[config.mk]
export PLATFORM = sky130hd
export DESIGN_NAME = alu_serial_sequencer
export DESIGN_NICKNAME = d
export VERILOG_FILES = /design/src/rtl/alu_pkg.sv /design/src/rtl/alu_op_decode.sv /design/src/rtl/alu_serial_sequencer.sv
export SDC_FILE = /design/constraint.sdc
export NUM_CORES = 1
export LEC_CHECK = 0
export ABC_AREA = 1
export CAP_MARGIN = 40
export CORE_UTILIZATION = 60
export DETAILED_ROUTE_END_ITERATION = 10
export DONT_BUFFER_PORTS = 1
export GPL_TIMING_DRIVEN = 1
export MAX_ROUTING_LAYER = met4
export PLACE_DENSITY = 0.82
export SYNTH_ARGS = -nofsm -noshare
export SYNTH_HDL_FRONTEND = slang
export SYNTH_SLANG_ARGS = --single-unit
[constraint.sdc]
create_clock -name Clock -period 3.3 [get_ports Clock]
set_input_delay 0.495 -clock Clock [delete_from_list [all_inputs] [get_ports Clock]]
set_output_delay 0.495 -clock Clock [all_outputs]
set_load 0.01 [all_outputs]
[src/rtl/alu_pkg.sv]
// Shared definitions for the bit-serial ALU sequencer.
// Contents:
//   ALUOP_*  : 3-bit AluOp codes presented by the CPU
//   SOP_*    : 2-bit Operation encodings understood by the 1-bit slice
//   state_t  : sequencer state encoding
//   decode_t : decoded view of an AluOp
package alu_pkg;

  localparam logic [2:0] ALUOP_AND = 3'b000;
  localparam logic [2:0] ALUOP_OR  = 3'b001;
  localparam logic [2:0] ALUOP_ADD = 3'b010;
  localparam logic [2:0] ALUOP_XOR = 3'b011;
  localparam logic [2:0] ALUOP_SUB = 3'b110;
  localparam logic [2:0] ALUOP_SLT = 3'b111;

  localparam logic [1:0] SOP_AND = 2'b00;
  localparam logic [1:0] SOP_OR  = 2'b01;
  localparam logic [1:0] SOP_ADD = 2'b10;
  localparam logic [1:0] SOP_XOR = 2'b11;

  typedef enum logic [1:0] {
    ST_IDLE   = 2'd0,
    ST_RUN    = 2'd1,
    ST_FINISH = 2'd2
  } state_t;

  typedef struct packed {
    logic [1:0] slice_op;
    logic       binvert;
    logic       is_arith;
    logic       is_slt;
    logic       illegal;
  } decode_t;

endpackage

[src/rtl/alu_op_decode.sv]
// Combinational AluOp decoder.
// Ports:
//   AluOp : 3-bit operation code from the CPU
//   dec   : slice Operation, BInvert, arithmetic/SLT qualifiers, illegal flag
// Undefined codes fall back to AND with the illegal flag raised.
import alu_pkg::*;

module alu_op_decode (
  input  logic [2:0] AluOp,
  output decode_t    dec
);

  always_comb begin
    dec.slice_op = SOP_AND;
    dec.binvert  = 1'b0;
    dec.is_arith = 1'b0;
    dec.is_slt   = 1'b0;
    dec.illegal  = 1'b0;
    case (AluOp)
      ALUOP_AND: dec.slice_op = SOP_AND;
      ALUOP_OR:  dec.slice_op = SOP_OR;
      ALUOP_XOR: dec.slice_op = SOP_XOR;
      ALUOP_ADD: begin
        dec.slice_op = SOP_ADD;
        dec.is_arith = 1'b1;
      end
      ALUOP_SUB: begin
        dec.slice_op = SOP_ADD;
        dec.binvert  = 1'b1;
        dec.is_arith = 1'b1;
      end
      ALUOP_SLT: begin
        dec.slice_op = SOP_ADD;
        dec.binvert  = 1'b1;
        dec.is_arith = 1'b1;
        dec.is_slt   = 1'b1;
      end
      default: dec.illegal = 1'b1;
    endcase
  end

endmodule

[src/rtl/alu_serial_sequencer.sv]
// Bit-serial driver for an external 1-bit ALU slice.
// Accepts a WIDTH-bit operation, streams one operand bit pair per cycle
// (LSB first) into the slice, chains carry through a register and
// reassembles the result plus flags.
// Ports:
//   Clock, Reset               : clock, synchronous active-high reset
//   Start, AluOp, OpA, OpB     : request (sampled only while Ready)
//   SliceA/B/CIN/BInvert/Operation : drive to the slice (0 outside RUN)
//   SliceResult, SliceCOUT     : combinational returns from the slice
//   Ready, Done                : idle indicator, one-cycle completion pulse
//   Result, Zero, CarryOut, Overflow, Illegal : held until replaced
//
// state  | meaning
// IDLE   | Ready=1, waiting for Start
// RUN    | one slice step per cycle, WIDTH cycles
// FINISH | Done pulse, Result/flags valid
import alu_pkg::*;

module alu_serial_sequencer #(
  parameter int WIDTH = 16
) (
  input  logic             Clock,
  input  logic             Reset,
  input  logic             Start,
  input  logic [2:0]       AluOp,
  input  logic [WIDTH-1:0] OpA,
  input  logic [WIDTH-1:0] OpB,
  output logic             SliceA,
  output logic             SliceB,
  output logic             SliceCIN,
  output logic             SliceBInvert,
  output logic [1:0]       SliceOperation,
  input  logic             SliceResult,
  input  logic             SliceCOUT,
  output logic             Ready,
  output logic             Done,
  output logic [WIDTH-1:0] Result,
  output logic             Zero,
  output logic             CarryOut,
  output logic             Overflow,
  output logic             Illegal
);

  localparam int CW = (WIDTH > 1) ? $clog2(WIDTH) : 1;
  localparam logic [CW-1:0] LAST_BIT = CW'(WIDTH - 1);

  state_t           state, state_nxt;
  decode_t          dec_in, dec_q;
  logic [WIDTH-1:0] a_sh, b_sh, r_sh;
  logic [WIDTH-1:0] r_full, r_final;
  logic             carry;
  logic [CW-1:0]    cnt;
  logic             run, accept, last_step, msb_ovf;

  alu_op_decode u_decode (
    .AluOp (AluOp),
    .dec   (dec_in)
  );

  assign run       = (state == ST_RUN);
  assign accept    = (state == ST_IDLE) && Start;
  assign last_step = run && (cnt == LAST_BIT);

  // Final result as it will look once the MSB step is shifted in; SLT
  // replaces it with the signed-less-than bit (sign corrected by overflow).
  always_comb begin
    r_full  = {SliceResult, r_sh[WIDTH-1:1]};
    msb_ovf = carry ^ SliceCOUT;
    r_final = r_full;
    if (dec_q.is_slt) begin
      r_final = {{(WIDTH-1){1'b0}}, SliceResult ^ msb_ovf};
    end
  end

  always_ff @(posedge Clock) begin
    if (Reset) begin
      state <= ST_IDLE;
    end else begin
      state <= state_nxt;
    end
  end

  always_comb begin
    state_nxt = state;
    case (state)
      ST_IDLE:   if (Start) state_nxt = ST_RUN;
      ST_RUN:    if (cnt == LAST_BIT) state_nxt = ST_FINISH;
      ST_FINISH: state_nxt = ST_IDLE;
      default:   state_nxt = ST_IDLE;
    endcase
  end

  // Slice drive comes only from registers, gated by the registered state,
  // so nothing on Start reaches the slice combinationally.
  always_comb begin
    Ready          = (state == ST_IDLE);
    Done           = (state == ST_FINISH);
    SliceA         = 1'b0;
    SliceB         = 1'b0;
    SliceCIN       = 1'b0;
    SliceBInvert   = 1'b0;
    SliceOperation = SOP_AND;
    if (run) begin
      SliceA         = a_sh[0];
      SliceB         = b_sh[0];
      SliceCIN       = carry;
      SliceBInvert   = dec_q.binvert;
      SliceOperation = dec_q.slice_op;
    end
  end

  always_ff @(posedge Clock) begin
    if (Reset) begin
      a_sh     <= '0;
      b_sh     <= '0;
      r_sh     <= '0;
      carry    <= 1'b0;
      cnt      <= '0;
      dec_q    <= '0;
      Result   <= '0;
      Zero     <= 1'b0;
      CarryOut <= 1'b0;
      Overflow <= 1'b0;
      Illegal  <= 1'b0;
    end else if (accept) begin
      a_sh  <= OpA;
      b_sh  <= OpB;
      r_sh  <= '0;
      carry <= dec_in.binvert;
      cnt   <= '0;
      dec_q <= dec_in;
    end else if (run) begin
      r_sh  <= r_full;
      a_sh  <= a_sh >> 1;
      b_sh  <= b_sh >> 1;
      carry <= SliceCOUT;
      cnt   <= cnt + CW'(1);
      if (last_step) begin
        Result   <= r_final;
        Zero     <= (r_final == '0);
        CarryOut <= SliceCOUT;
        Overflow <= dec_q.is_arith & msb_ovf;
        Illegal  <= dec_q.illegal;
      end
    end
  end

endmodule

-- Word level (Yosys, flattened, before mapping)
Index checks and enable logic that the tools add are counted.
- eq/ne operators: 10
- add/sub/neg operators: 1
- reductions and logical operators: 12
- bitwise operators: 4
- multiplexer cells: 20
- operator list (kind ; number):
    $mux 16 ; 5
    $logic_not 16->1 ; 1
    $mux 1 ; 10
    $eq 3x2->1 const B ; 2
    $eq 3x3->1 const B ; 2
    $mux 2 ; 3
    $pmux 2 s3 ; 1
    $reduce_or 6->1 ; 1
    $add 4x1->4 const B ; 1
    $eq 4x4->1 const B ; 1
    $pmux 2 s2 ; 1
    $reduce_or 2->1 ; 2
    $eq 3x1->1 const B ; 1
    $logic_not 3->1 ; 1
    $reduce_and 3->1 ; 1
    $reduce_or 3->1 ; 1
    $eq 2x1->1 const B ; 1
    $eq 2x2->1 const B ; 1
    $logic_and 1x1->1 ; 2
    $logic_not 2->1 ; 1
    $ne 2x1->1 const B ; 1
    $ne 2x2->1 const B ; 1
    $reduce_and 2->1 ; 1
    $reduce_bool 2->1 ; 1
    3 further kinds ; 4
- input port bits: 40
- output and inout port bits: 28
- bits in registers: 81
- word-level logic and storage cells: 63

-- Longest topological paths before layout
Gate-level depths: netlist of the first run.
- depth in word-level cells: 4
- mapped depth: 9
- gate-level depth less buffers: 8

-- By module
Synthesis of the first run repeated with hierarchy kept, for this count alone.
- cells, all modules: 433
- area, all modules: 3284.4 um2
- by module, submodules not included (module ; area each (um2) ; sequential area each (um2) ; instances ; cells an instance):
    alu_serial_sequencer ; 3240.6 ; 1601.5 ; 1 ; 422
    alu_op_decode ; 43.8 ; 0.0 ; 1 ; 11

-- Worst setup path before layout of the first run
OpenSTA, ideal clock, no wires.
- kind: register -> output
- start point: register state[1]
- end point: output SliceA
- path buffers: 1
- arrival: 0.907 ns
- slack: 1.898 ns
- cell stages (with the launch flop): 5
- required time: 2.805 ns
- path through: dfxtp_1 inv_1 nand2_4 buf_1 nor2_1
- word-level cells in the longest chain between the ends: 2
- ends and longest elaborated chain (item ; RTL line ; source):
    start: declaration ; alu_serial_sequencer.sv:47 ; state_t state, state_nxt;
    start signal: assignment ; alu_serial_sequencer.sv:79 ; state <= state_nxt;
    $eq 2x1->1 ; alu_serial_sequencer.sv:60 ; assign run = (state == ST_RUN);
    $mux 1 ; alu_serial_sequencer.sv:103 ; if (run) begin
    end: declaration ; alu_serial_sequencer.sv:28 ; output logic SliceA,
No other way between the ends.

-- Worst setup path in the final report of the first run
- start point: register state[1]
- end point: register cnt[3]
- word-level cells in the longest chain between the ends: 3
- elaborated cells between the ends (all ways): 4
- those cells by class: 1 x eq/ne; 3 x reduce/logical
- ends and longest elaborated chain (item ; RTL line ; source):
    $logic_not 2->1 ; alu_serial_sequencer.sv:61 ; assign accept = (state == ST_IDLE) && Start;
    $logic_and 1x1->1 ; alu_serial_sequencer.sv:61 ;
    $reduce_or 2->1 (no source line) ; - ;
    end signal: assignment ; alu_serial_sequencer.sv:137 ; cnt <= cnt + CW'(1);
    end: declaration ; alu_serial_sequencer.sv:52 ; logic [CW-1:0] cnt;
Parallel ways exist; a longest one is shown, timed or not.
A chain may end at the register's enable or synchronous reset.

==> flow_summary.ini, run 1 <==
[outcome]
status = finished, final reports clean

[finish]
drive_gt1_frac = 0.06699
diodes = 0
fin_nets = 454
instances_no_fill = 488
syn_to_final_growth_pct = 6.118
postLayoutCoreUtil = 0.6629

[synthesis]
yosys.area.top_type = dfxtp_1
synth_cells = 426
synth_nets = 467
ys_seq_elements = 80
ys_async_sr_fraction = 0
synthTopCellsByArea = dfxtp_1 50%, nand2_1 19%, a21oi_1 6.4%
syn-cell-area_mm2 = 0.003191
avgSynthCellArea_um2 = 7.490
ys_seq_area_frac = 0.5020
synth.top_cell.area_share = 0.5020
synth_edf_count = 0
yosysWarnings = 0
synth_cell_types = 26
synth_ff_type = dfxtp_1

[clocking]
clk_latency_ns = 0.34
tritoncts = yes
numCtsBuffers = 9
cts_setup_buffers = 0
cts_htree_levels = 3
cts_sinks = 80
ctsLongestPathBuffers = 2
cts.clk_slew.worst_paths_ns = 0.08
cts_resized = 0
postCtsHoldBufs = 0
cts_root_buf = clkbuf_8

[routing]
post_drt_wl_per_cell_um = 12.48
drc = 0
wl_mm = 6.088
dr.first_iter.drc_count = 177
vias = 2636
vias_per_cell = 5.402
first_pass_iters = 4
final_antenna_net_count = 0

[timing]
worst_pin_slew_ns = 0.7672
finalCritPeriodShare = 0.5766
max_freq_mhz = 525.6
fin_skew_ns = 0.005361
slew_viol_final = 0
setup_viol_count_final = 0
grt_setup_unrepaired = false
fin_tns_setup_ns = 0
hold_viol = 0
fin_ws_ns = 1.397
slew_headroom = 0.4878
finalCriticalPeriod_ns = 1.903

[pwr]
pwr_density_cell_mw_per_mm2 = 591.2
peakVddDrop_mv = 0.3964
power.total_mw = 2.002
leakagePower_nw = 1.232

[setup_path]
cp-start-kind = flip-flop
critPathMaxFanout = 50
rr_endpoint = cnt[3]
r2r-start = state[1]
critPathKind = flip-flop to flip-flop
critical-path-top-delay-family = buffers and inverters
worstPathCellList = inv_1 -> nand2_4 -> inv_2 -> nand2_1 -> nor2_1 -> and3_1 -> nor3_1
ff2ff_path_depth = 7
max_stage_delay_ns = 0.63
worst_ep_arrival_time_ns = 2.11
crit_required_ns = 3.50
cp_num_buf_inv = 2
cp_slowest_cell = inv_2
cp-end-kind = flip-flop
r2r_setup_slack_ns = 1.40

[grt]
antenna_found_initial = 0
grt_pass1_vias = 2219
grt_pass1_wl_mm = 9.563
overflow = 0
grtUsageTotal = 0.2312
grt_start_max_net_pins = 51

[floorplanning]
coreArea_mm2 = 0.005107
die_x_um = 74.92
initial_utilization = 0.6247
die_area_mm2 = 0.005613
ios = 68
die_y_um = 74.92
row_count = 26

[place]
gp_congestion = 0.7972
place_ws_ns = 1.407
dpl.cell_count = 472
port_buffers = 0
hpwl_mm = 3.942

[worst_hold_path]
min_from = Reset
hold_depth = 1
hold_class = input pin to flip-flop
hold-path-endpoint = state[1]

[run]
cap_violations = 0
-- layout make-up --
type,instances,area (um^2)
clock buffers,9,123.9
clock inverters,7,120.1
fillers,463,1722
inverters,24,90.09
multi-input cells,297,1355
flip-flops and latches,80,1602
well taps,70,87.58
repair buffers,1,7.507
-- metal layers --
layer  share of wire  vias to the layer above  track usage
met2            0.45                       70       0.3584
met4          0.0076                        0      0.08805
li1                -                     1369            -
met3           0.060                        6      0.06158
met5               0                        -            -
met1            0.48                     1191       0.2887
-- worst register-to-register path, stage by stage, from the launching register on --
cell,delay (ns)
dfxtp_1,0.33
inv_1,0.12
nand2_4,0.20
inv_2,0.64
nand2_1,0.14
nor2_1,0.15
and3_1,0.16
nor3_1,0.04
-- how the worst max path moves through the flow --
stage | startpoint | to | slack (ns) | cells past startpoint
floorplan | state[1] | SliceA | 1.90 | 4
global placement | state[0] | cnt[3] | 1.47 | 6
detailed placement | state[0] | cnt[3] | 1.41 | 6
CTS | state[1] | cnt[3] | 1.39 | 7
global route | state[0] | cnt[3] | 1.14 | 6
finish | state[1] | cnt[3] | 1.40 | 7
-- placed cells by master (no fill, tap or decap), drive strengths merged --
cell      Yosys  layout
nand2       160     160
dfxtp        80      80
a21oi        41      41
a31oi        30      30
nor2         24      24
inv          24      24
o21ai        22      22
clkbuf        6       9
nand3         8       8
clkinvlp      0       4
nand4         3       3
o22ai         3       3
bufinv        0       3
nor3b         1       1
or2           1       1
and3          1       1
nor3          1       1
o211ai        1       1
ha            1       1
buf          19       1
-- logic make-up (layout without fill, tap and decap cells) --
family                   count (synthesis)  count (layout)  share of synthesized area
adder cells (fa/ha/maj)                  1               1                   0.003921
AO/OA/AOI/OAI                           97              97                     0.1659
AND/OR/NAND/NOR                        199             199                     0.2549
flip-flops                              80              80                     0.5020
buffers and inverters                   49              41                    0.07333
-- state kept, by name, indices dropped and copies added (netlist names) --
name and cells:
dec_q 6, carry 1, Overflow 1, r_sh 15, Zero 1, cnt 4
b_sh 16, a_sh 16, state 2, Result 16, CarryOut 1, Illegal 1
-- cell usage after synthesis (all sizes together) (3+ instances only) --
library cell	number
nand4	3
nor2	24
o22ai	3
nand3	8
inv	24
a31oi	30
dfxtp	80
nand2	160
clkbuf	6
o21ai	22
buf	19
a21oi	41
-- stage by stage --
step                      hold WS (ns)  area [um^2]
after floorplan                 0.4300         3191
after global placement          0.4401         3142
after detailed placement        0.4452         3142
after CTS                       0.1963         3386
after global routing            0.1911         3386
final                           0.2114         3386
-- power breakdown --
part	switching [mW]	leakage, nW	internal, mW
combinational	0.0901	0.473	0.0377
clock	0.353	0.108	0.502
sequential	0.0191	0.651	1.00
No activity file was read; power rests on OpenSTA's default activity.
==> inputs of run 2 (changes only) <==
clock period = 1.9 ns   (was 3.3 ns; I/O delays follow)
==> run 2 against run 1 <==
  * Largest power group unchanged
  * Final cell count up 0.82%
  * Global-route usage up 3.0 points
  * First-iteration DRC count up 11%
  * Core utilization up 0.098 points
  * Power up 65%
==> flow_summary.ini, run 2 (synthesized netlist as in run 1, its figures left out) <==
[pwr]
pwr-share-comb = 0.076
peakVddDrop_mv = 0.5101
leakagePower_nw = 1.249
pwr-share-seq = 0.537
swShare = 0.2460
power_frac_clock = 0.388
pwr_density_cell_mw_per_mm2 = 972.3
p_int_mw = 2.486
p_sw_mw = 0.8112

[floorplanning]
die_y_um = 74.92
coreArea_mm2 = 0.005107
ios = 68
die_x_um = 74.92
initial_utilization = 0.6247
die_area_mm2 = 0.005613
row_count = 26

[routing]
dr.first_iter.drc_count = 196
wl_mm = 6.530
first_pass_iters = 5
vias_per_cell = 5.589
vias = 2750
final_antenna_net_count = 0
drc = 0
post_drt_wl_per_cell_um = 13.27

[setup_path]
rr_endpoint = b_sh[10]
worstPathCellList = inv_1 -> nand2_4 -> nand2_1 -> inv_2 -> nand2_1 -> a31oi_1
cp-start-kind = flip-flop
worst_ep_arrival_time_ns = 1.89
cp_num_buf_inv = 2
cp-end-kind = flip-flop
crit_top_cell = nand2_1
critPathKind = flip-flop to flip-flop
critical-path-top-delay-family = simple AND/OR/NAND/NOR gates
crit_required_ns = 2.18
max_stage_delay_ns = 0.40
r2r_setup_slack_ns = 0.28
ff2ff_path_depth = 6
r2r-start = state[1]
critPathMaxFanout = 32
cp_slowest_cell = inv_2

[worst_hold_path]
hold_depth = 1
min_from = Reset
hold_class = input pin to flip-flop
hold-path-endpoint = dec_q[5]

[grt]
grtUsageTotal = 0.2614
grt_pass1_wl_mm = 10.67
grt_start_max_net_pins = 38
grt_pass1_vias = 2464
antenna_found_initial = 0
overflow = 0

[place]
port_buffers = 0
hpwl_mm = 4.187
gp_congestion = 0.8296
place_ws_ns = 0.3248

[clocking]
cts_resized = 0
cts_htree_levels = 3
tritoncts = yes
numCtsBuffers = 9
clk_latency_ns = 0.35
cts_sinks = 80
ctsLongestPathBuffers = 2
cts_root_buf = clkbuf_8
cts.clk_slew.worst_paths_ns = 0.08
cts_setup_buffers = 0

[finish]
reg.largest.list = Result: 16 flops, a_sh: 16 flops, b_sh: 16 flops
diodes = 0
layout_commonest_cell = nand2_1
syn_to_final_growth_pct = 6.274
fillers = 441
fin_nets = 458
drive_gt1_frac = 0.07583
layout_common_cells = 158 x nand2_1, 80 x dfxtp_1, 41 x a21oi_1

[timing]
slew_viol_final = 0
max_freq_mhz = 619.0
finalCriticalPeriod_ns = 1.615
fin_ws_ns = 0.2846
fin_skew_ns = 0.007298
finalCritPeriodShare = 0.8502
fin_tns_setup_ns = 0
slew_headroom = 0.6643
setup_viol_count_final = 0
grt_setup_unrepaired = false
worst_pin_slew_ns = 0.5029
hold_viol = 0
hold_ws_ns = 0.03725

[outcome]
status = finished, final reports clean

[run]
cap_violations = 0
## run 2: cell types whose count changed in the layout (fill, tap and decap cells not counted), sizes merged
cell      change
buf           +4
bufinv        -2
clkbuf        +2
clkinv        +2
clkinvlp      -2
## run 2: area by class of cell
type | count | area, um^2 | area share
sequential | 80 | 1602 | 0.4723
multi-input combinational | 297 | 1355 | 0.3996
clock buffer | 11 | 151.4 | 0.04465
inverter | 24 | 90.09 | 0.02657
tap | 70 | 87.58 | 0.02583
clock inverter | 5 | 55.05 | 0.01624
timing repair buffer | 5 | 50.05 | 0.01476
## run 2: power by group through the flow
stage | Clock, mW | Sequential (mW) | Combinational [mW]
floorplan | 0 | 1.80 | 0.218
global placement | 0 | 1.81 | 0.223
detailed placement | 0 | 1.81 | 0.233
CTS | 1.30 | 1.77 | 0.250
global route | 1.37 | 1.78 | 0.283
finish | 1.28 | 1.77 | 0.250
## run 2: worst reg2reg max path: stages (launching register included)
cell and delay (ns):
dfxtp_1 0.35, inv_1 0.08, nand2_4 0.27, nand2_1 0.15, inv_2 0.40, nand2_1 0.13, a31oi_1 0.16
## run 2: through the flow
step	instances	area, um^2	total power, mW	utilization
finish	492	3391	3.297	0.6639
global route	492	3391	3.432	0.6639
CTS	492	3391	3.316	0.6639
detailed placement	475	3164	2.040	0.6195
global placement	475	3164	2.030	0.6195
floorplan	426	3191	2.018	-
## run 2: routing by layer
layer / wire length [um] / track usage / share of wire / vias up
met4: 146 / 0.1300 / 0.022 / 0
li1: - / - / - / 1380
met3: 469 / 0.07898 / 0.072 / 15
met5: 0 / - / 0 / -
met2: 2975 / 0.4104 / 0.46 / 103
met1: 2937 / 0.3037 / 0.45 / 1252
## run 2: how the worst max path moves through the flow
stage,start,end,depth (start not counted),slack (ns)
after CTS,state[1],a_sh[5],6,0.29
after floorplan,cnt[0],Result[0],7,0.66
after detailed placement,state[1],b_sh[10],6,0.32
final,state[1],b_sh[10],6,0.28
after global routing,state[1],b_sh[5],6,0.07
after global placement,cnt[0],Zero,7,0.38
## run 2: timing repair
item,CTS,global route
setup endpoints to repair,0,0
endpoints found under the hold margin,37,0
hold buffers,1,0
==> inputs of run 3 (changes only) <==
CORE_UTILIZATION = 62   (was 60)
PLACE_DENSITY = 0.84   (was 0.82)
==> run 3 against run 2 <==
  * Non-clock buffer count is 3 higher
  * Die area is 3.1% lower
  * Clock skew is 0.0012 ns lower
  * Combinational power is 2% higher
  * Global-route usage is 0.43 points higher
  * Design area is 1.4% higher
  * Critical path depth is 1 higher
  * Wire length stayed put
  * Critical endpoint is now cnt[3]
  * Count of clock-buffer cells in the layout is 1 lower
==> flow_summary.ini, run 3 (synthesized netlist as in run 1, its figures left out) <==
[clocking]
cts_htree_levels = 3
cts_resized = 0
cts_sinks = 80
cts.clk_slew.worst_paths_ns = 0.08
numCtsBuffers = 9
cts_root_buf = clkbuf_8
clk_latency_ns = 0.35
tritoncts = yes
ctsLongestPathBuffers = 2

[timing]
setup_viol_count_final = 0
worst_pin_slew_ns = 0.4913
grt_setup_unrepaired = false
slew_headroom = 0.6720
finalCritPeriodShare = 0.8464
hold_viol = 0
hold_ws_ns = 0.03828
fin_skew_ns = 0.006067
fin_ws_ns = 0.2919
finalCriticalPeriod_ns = 1.608
max_freq_mhz = 621.8
fin_tns_setup_ns = 0
slew_viol_final = 0

[finish]
fin_nets = 461
syn_to_final_growth_pct = 7.765
reg.largest.list = Result: 16 flops, a_sh: 16 flops, b_sh: 16 flops
drive_gt1_frac = 0.08000
layout_commonest_cell = nand2_1
layout_common_cells = 158 x nand2_1, 80 x dfxtp_1, 41 x a21oi_1
diodes = 0

[floorplanning]
row_count = 25
ios = 68
die_x_um = 73.74
initial_utilization = 0.6581
coreArea_mm2 = 0.004848
die_y_um = 73.74
die_area_mm2 = 0.005437

[routing]
vias = 2758
wl_mm = 6.530
dr.first_iter.drc_count = 188
drc = 0
first_pass_iters = 4
vias_per_cell = 5.606
final_antenna_net_count = 0
post_drt_wl_per_cell_um = 13.27

[setup_path]
cp-end-kind = flip-flop
cp_slowest_cell = dfxtp_1
crit_required_ns = 2.14
max_stage_delay_ns = 0.33
critPathKind = flip-flop to flip-flop
worst_ep_arrival_time_ns = 1.85
worstPathCellList = inv_1 -> nand2_4 -> inv_2 -> nand2_1 -> nor2_1 -> and3_1 -> nor3_1
cp-start-kind = flip-flop
critPathMaxFanout = 27
r2r_setup_slack_ns = 0.29

[grt]
grt_pass1_vias = 2431
grt_start_max_net_pins = 36
grtUsageTotal = 0.2657
antenna_found_initial = 0
grt_pass1_wl_mm = 10.70
overflow = 0

[run]
cap_violations = 0

[place]
place_ws_ns = 0.3382
port_buffers = 0
hpwl_mm = 4.303
gp_congestion = 0.8365

[pwr]
power.total_mw = 3.395
leakagePower_nw = 1.278
peakVddDrop_mv = 0.6378
pwr_density_cell_mw_per_mm2 = 987.5

[outcome]
status = finished, final reports clean

[worst_hold_path]
hold_class = input pin to flip-flop
[run 3: changes by cell type in the layout (fill, tap and decap cells not counted), sizes merged]
cell,change
buf,+2
bufinv,+1
clkbuf,-1
clkinv,+1
clkinvlp,-1
dlygate4sd3,+1
[run 3: worst max-delay path: cells and delay by family, from the launching register on]
kind | cells | cell delay, ns
buffers and inverters | 2 | 0.45
flip-flops | 1 | 0.33
AND/OR/NAND/NOR | 5 | 0.72
[run 3: worst paths after layout]
check | to | depth (start not counted) | start
max reg2reg | cnt[3] | 7 | state[1]
min | dec_q[5] | 1 | Reset
max | cnt[3] | 7 | state[1]
min reg2reg | b_sh[15] | 2 | b_sh[15]
[run 3: per-stage QoR]
stage	std cells	utilization	cell area, um^2
after floorplan	426	-	3191
after global placement	474	0.6575	3188
after detailed placement	474	0.6575	3188
after CTS	492	0.7092	3438
after global routing	492	0.7092	3438
final	492	0.7092	3438
[run 3: cell type report]
type / count / area (um^2)
Clock inverter: 6 / 82.58
Sequential cell: 80 / 1602
Tap cell: 67 / 83.83
Timing Repair Buffer: 8 / 87.58
Clock buffer: 10 / 137.6
Multi-Input combinational cell: 297 / 1355
Fill cell: 394 / 1410
Inverter: 24 / 90.09
[run 3: per-layer routing]
metal / global-route usage / up-vias / share of wire
li1: - / 1382 / -
met1: 0.3144 / 1269 / 0.45
met2: 0.4210 / 91 / 0.46
met3: 0.06447 / 16 / 0.070
met4: 0.1325 / 0 / 0.019
met5: - / - / 0
[run 3: repair_timing]
| item | CTS | global route |
|---|---|---|
| hold buffers | 2 | 0 |
| buffers inserted | 0 | 0 |
| hold endpoints to repair | 35 | 0 |
[run 3: where the power goes]
| group | total (mW) | leakage [nW] | switching, mW | internal, mW |
|---|---|---|---|---|
| clock | 1.37 | 0.112 | 0.603 | 0.768 |
| combinational | 0.254 | 0.515 | 0.173 | 0.0810 |
| sequential | 1.77 | 0.651 | 0.0338 | 1.74 |
